===== config.mk =====
export PLATFORM = sky130hd
export DESIGN_NAME = multiplexador_registrado_param
export DESIGN_NICKNAME = d
export VERILOG_FILES = /design/src/rtl/multiplexador_registrado_param.sv
export SDC_FILE = /design/constraint.sdc
export NUM_CORES = 1
export LEC_CHECK = 0
export CORE_ASPECT_RATIO = 1.1
export CORE_MARGIN = 3
export CORE_UTILIZATION = 40
export DETAILED_ROUTE_END_ITERATION = 6
export GPL_ROUTABILITY_DRIVEN = 0
export MAX_ROUTING_LAYER = met4
export PLACE_DENSITY_LB_ADDON = 0.12
export SETUP_SLACK_MARGIN = 0.05
export SYNTH_ARGS = -nofsm -noshare
export SYNTH_HDL_FRONTEND = slang
export SYNTH_SLANG_ARGS = --single-unit
export TNS_END_PERCENT = 10

===== constraint.sdc =====
create_clock -name clk -period 1.8 [get_ports clk]
set_clock_uncertainty 0.1 [all_clocks]
set_input_delay 0.18 -clock clk [delete_from_list [all_inputs] [get_ports clk]]
set_output_delay 0.18 -clock clk [all_outputs]
set_load 0.01 [all_outputs]

===== src/rtl/multiplexador_registrado_param.sv =====
// Registered N:1 multiplexer with a one-entry valid/ready output stage,
// round-robin scan mode and sticky out-of-range select detection.
module multiplexador_registrado_param #(
  parameter  int WIDTH      = 16,
  parameter  int N_ENTRADAS = 4,
  localparam int SEL_W      = (N_ENTRADAS > 2) ? $clog2(N_ENTRADAS) : 1
) (
  input  logic                        clk,
  input  logic                        rst,
  input  logic [N_ENTRADAS*WIDTH-1:0] entradas,
  input  logic [SEL_W-1:0]            sel,
  input  logic                        modo,
  input  logic                        in_valid,
  output logic                        in_ready,
  output logic [WIDTH-1:0]            saida,
  output logic [SEL_W-1:0]            canal,
  output logic                        out_valid,
  input  logic                        out_ready,
  output logic                        erro_sel
);

  localparam logic [SEL_W:0]   N_EXT   = (SEL_W + 1)'(N_ENTRADAS);
  localparam logic [SEL_W-1:0] RR_LAST = SEL_W'(N_ENTRADAS - 1);

  logic [WIDTH-1:0] chan_s [N_ENTRADAS];
  logic [SEL_W-1:0] rr_r;
  logic [SEL_W-1:0] idx_s;
  logic [WIDTH-1:0] data_s;
  logic             in_range_s;
  logic             accept_s;

  for (genvar k = 0; k < N_ENTRADAS; k++) begin : g_chan
    assign chan_s[k] = entradas[k*WIDTH +: WIDTH];
  end

  assign in_ready = !rst && (!out_valid || out_ready);
  assign accept_s = in_valid && in_ready;

  // Pick the channel index for this cycle and fetch its data (zero when out of range).
  always_comb begin
    idx_s      = sel;
    data_s     = '0;
    in_range_s = 1'b0;
    if (modo) begin
      idx_s = rr_r;
    end else begin
      idx_s = sel;
    end
    in_range_s = ({1'b0, idx_s} < N_EXT);
    if (in_range_s) begin
      data_s = chan_s[idx_s];
    end else begin
      data_s = '0;
    end
  end

  // Output stage, round-robin pointer and sticky error flag.
  always_ff @(posedge clk) begin
    if (rst) begin
      saida     <= '0;
      canal     <= '0;
      out_valid <= 1'b0;
      erro_sel  <= 1'b0;
      rr_r      <= '0;
    end else if (accept_s) begin
      saida     <= data_s;
      canal     <= idx_s;
      out_valid <= 1'b1;
      if (!modo && !in_range_s) begin
        erro_sel <= 1'b1;
      end
      // rr only moves on accepted words taken in scan mode
      if (modo) begin
        rr_r <= (rr_r == RR_LAST) ? '0 : rr_r + SEL_W'(1);
      end
    end else if (out_ready) begin
      out_valid <= 1'b0;
    end
  end

endmodule


# Word level (Yosys, flattened, before mapping)
# Index checks and enable logic that the tools add are counted.
dict set report totals {
  out_inout_bits 21
  wordCells 22
  reg_bits 21
  input_bits 71
}
dict set report classes {
  bitwise_logic 1
  n_lt_le_gt_ge 1
  reduce_logical 7
  n_eq_ne 1
  muxes 7
  addsub 1
}
# operator count
set ops {}
lappend ops {{16-bit binary-select mux with 2-bit select} 1}
lappend ops {{16-bit two-way mux} 2}
lappend ops {{2-bit two-way mux} 2}
lappend ops {{3-bit >= comparator, second input constant} 1}
lappend ops {{2-bit NOT with 3-bit output} 1}
lappend ops {{2-bit by 1-bit adder with 2-bit output, second input constant} 1}
lappend ops {{2-bit equality test, second input constant} 1}
lappend ops {{1-bit logical AND} 2}
lappend ops {{1-bit logical NOT} 2}
lappend ops {{1-bit two-way mux} 2}
lappend ops {{2-bit AND reduction} 1}
lappend ops {{2-bit nonzero test} 1}
lappend ops {{1-bit logical OR} 1}

# Logic depth before layout (Yosys ltp)
dict set report logic_depth {
  depth_word 5
  mapped_depth 7
}

# Least setup slack after synthesis
# No wires, ideal clock.
dict set report synth_path {
  path_kind {reg-to-reg}
  from {reg rr_r[0]}
  to {reg saida[3]}
  n_path_buf 2
  setup_slack_ps 429
  period_less_slack_ps 1371
  setup_ps 123
  required_time_ps 1577
  path_stages_with_launch 6
  arrival_ps 1147
  path_cell_list {dfxtp_1 -> buf_2 -> mux2_4 -> buf_6 -> a22oi_2 -> o31ai_2}
}
dict set report synth_between {
  elab_chain_cells 5
}
# element line
set synth_rtl {}
lappend synth_rtl {{start: declaration} 26} ;# logic [SEL_W-1:0] rr_r;
lappend synth_rtl {{start signal: assignment} 74} ;# rr_r <= (rr_r == RR_LAST) ? '0 : rr_r + SEL_W'(1);
lappend synth_rtl {{2-bit two-way mux} 44} ;# if (modo) begin
lappend synth_rtl {{2-bit NOT with 3-bit output (not written as such)} 51} ;# data_s = chan_s[idx_s];
lappend synth_rtl {{16-bit binary-select mux with 2-bit select} 51}
lappend synth_rtl {{16-bit two-way mux (not written as such) (2 in series)} 51}
lappend synth_rtl {{end signal: assignment} 66} ;# saida <= data_s;
lappend synth_rtl {{end: declaration} 15} ;# output logic [WIDTH-1:0] saida,
# Every way passes these cells. The select of a mux whose other input is x is not followed.
# A chain may end at the register's enable or synchronous reset.

# Final worst setup path
dict set report layout_path {
  from {in rst}
  to {out in_ready}
}
dict set report layout_between {
  elab_chain_cells 2
}
# element line
set layout_rtl {}
lappend layout_rtl {{start: declaration} 9} ;# input logic rst,
lappend layout_rtl {{1-bit logical NOT} 36} ;# assign in_ready = !rst && (!out_valid || out_ready);
lappend layout_rtl {{1-bit logical AND} 36}
lappend layout_rtl {{end: declaration} 14} ;# output logic in_ready,
# Every way passes these cells.

==> run metrics <==
clk slew on worst S/H paths=0.08 ns; Tmin final=1.67 ns; share of cells above drive strength 1=16.6%; synth cell count leaders=48 x nand2_1, 32 x o21ai_0, 21 x dfxtp_1; die area=5130 µm²; delay-heaviest family, CP=buffers and inverters; pin count of the biggest net entering global routing=20; Lkg Pwr=1.06 nW; synthesized flop and latch total=21; Port Buffers=90; worst-path fanout max=6; Max Slew Vio Count=0; Final TNS setup=0 ns; RSZ-0062 raised after global routing=no; vias=1955; initial antenna violation count=0; Max IR drop VDD=0.347 mV; floorplan row count=24; Post-synth ARST share=0%; maxcap violations=0; WL/cell=14.7 µm; status=finished clean; total wire length=5370 µm; 1st-pass router iterations=4; Starting Density=42.5%; Post-CTS Hold Fix Bufs=0; # setup viols final=0; CP max-delay cell=clkdlybuf4s50_1; Hold Vio Cnt, Final=0; post-synthesis net count=299; worst path required time=1.52 ns; number of global-route vias before repair=1786; leading area contributor after synthesis=dfxtp_1; clock buffer count from CTS=3; Post-Syn Instances=227; Hold Slack=0.354 ns; crit path buf inv count=2; Worst setup EP type=primary output; first-pass GRT wire length=8020 µm; Synth Area in Simple Gates=16.0%; PD cells=507 nW/µm²; mux contribution to synthesized area=3.92%; Post-synth EDFFs=0; TritonCTS clock tree=built; YS warnings=0; clock buffer depth=2; fillers=356; sequential cell area fraction in the yosys report=24.4%; final worst slack=0.130 ns; area post-placement=2690 µm²; # diodes=0; Routed Antenna Nets=0; number of remaining DRC errors=0; chip height=74.8 µm; clock sink count=21; crit path kind=input pin to primary output; Synth Area in XOR/XNOR=0%; Post-CTS Setup Bufs=0; P&R area growth vs syn=58.9%; fmax=599 MHz; largest family of logic cells by synthesized area=compound AO/OA/AOI/OAI gates; ys flop type=dfxtp_1; design area=2740 µm²; most frequent cell after synthesis=nand2_1; Mapped Area=1720 µm²; detailed placement HPWL=3990 µm; share of the synthesized area in the top cell type=24.4%; critical path startpoint category=input pin; CP Cell Sequence=clkdlybuf4s50_1 > nor2_1 > clkdlybuf4s50_1; Net count, final=387; critical path arrival=1.39 ns; DR iter-0 viols=76; Total GRT Usage=21.0%; fin cells=366; adder-cell area share of the yosys netlist=0.727%; cell repeated most along the worst path=clkdlybuf4s50_1; vias per cell=5.34; I/O pin count=92; post-synthesis compound-gate area fraction=43.5%; Syn Area/Cell=7.58 µm²; root buffer cell=clkbuf_8; dpl ws=0.0184 ns; Worst-Skew Late Latency=0.26 ns; Gates resized, CTS repair=0; total congestion overflow=0; Die Wd=68.6 µm; slowest cell delay on critical path=0.54 ns; Hold Path Class=flip-flop to flip-flop; placed cell count=362; Core Footprint=4050 µm²; final worst-path cycle share=92.8%; CTS HTree Levels=1; Synth area leaders=dfxtp_1 24%, a22oi_2 12%, nand2_1 10%, o21ai_0 9.3%, o31ai_2 7.3%; Netlist cell types=31
[cell families after synthesis]
family	after synthesis
and+or+nand+nor	65
other	1
AOI/OAI and AO/OA	98
muxes	5
buffers and inverters	36
adders and majority gates	1
DFF	21
[power by group]
group | internal [mW] | switching, mW
logic | 0.316 | 0.229
registers | 0.501 | 0.0214
clock network | 0.155 | 0.165
[layout by cell type, fill, tap and decap left out]
cell type	count
nand2_1	48
clkdlybuf4s50_1	90
a22oi_2	17
nor2b_1	1
mux2i_4	1
o31ai_2	10
a21oi_1	16
nand3_1	1
mux2_4	1
o21ai_1	1
buf_4	9
a22oi_1	15
and2b_4	1
nor2_1	8
clkinv_2	1
dfxtp_1	21
nand4_1	1
o21ai_0	32
nor2b_2	1
inv_2	1
buf_12	3
and2_4	1
o31ai_1	6
nand3_2	1
nand2b_1	1
conb_1	1
nor2_2	1
mux2i_1	3
ha_1	1
inv_1	16
clkbuf_8	3
a21oi_2	1
[metal layers]
layer	GRT usage [%]	vias to the layer above	routed length, µm
met2	33.2	77	2510
met4	7.06	0	99
met3	3.28	11	442
met5	-	-	0
met1	27.1	894	2320
li1	-	973	-
[worst register-to-register path: stages, from the launching register on]
cell,delay (ns)
dfxtp_1,0.42
buf_4,0.26
nand2_1,0.08
a22oi_1,0.14
a21oi_1,0.06
o31ai_1,0.21
[layout make-up]
| type | count | area (µm²) | area share, % |
|---|---|---|---|
| timing repair buffer | 102 | 1030 | 37.6 |
| sequential | 21 | 420 | 15.4 |
| multi-input combinational | 170 | 1110 | 40.6 |
| clock buffer | 3 | 41.3 | 1.51 |
| tap | 52 | 65.1 | 2.38 |
| clock inverter | 1 | 5.00 | 0.183 |
| inverter | 17 | 63.8 | 2.33 |
[worst paths after layout]
kind,from,endpoint,slack [ns],cells after the start
setup reg to reg,rr_r[0],saida[12],0.44,5
hold reg to reg,saida[1],saida[1],0.35,2
hold / removal,saida[1],saida[1],0.35,2
setup / recovery,rst,in_ready,0.13,3
[metrics by stage]
step	total power, mW	util, %
3_5_place_dp	1.08	66.3
4_1_cts	1.39	67.5
3_3_place_gp	1.07	66.3
5_1_grt	1.46	67.5
2_1_floorplan	0.778	-
6_report	1.39	67.5
[registers in the layout, indices dropped and copies added (netlist names)]
signal     flops
rr_r           2
saida         16
out_valid      1
canal          2
Power figures use the tool's default switching activity.
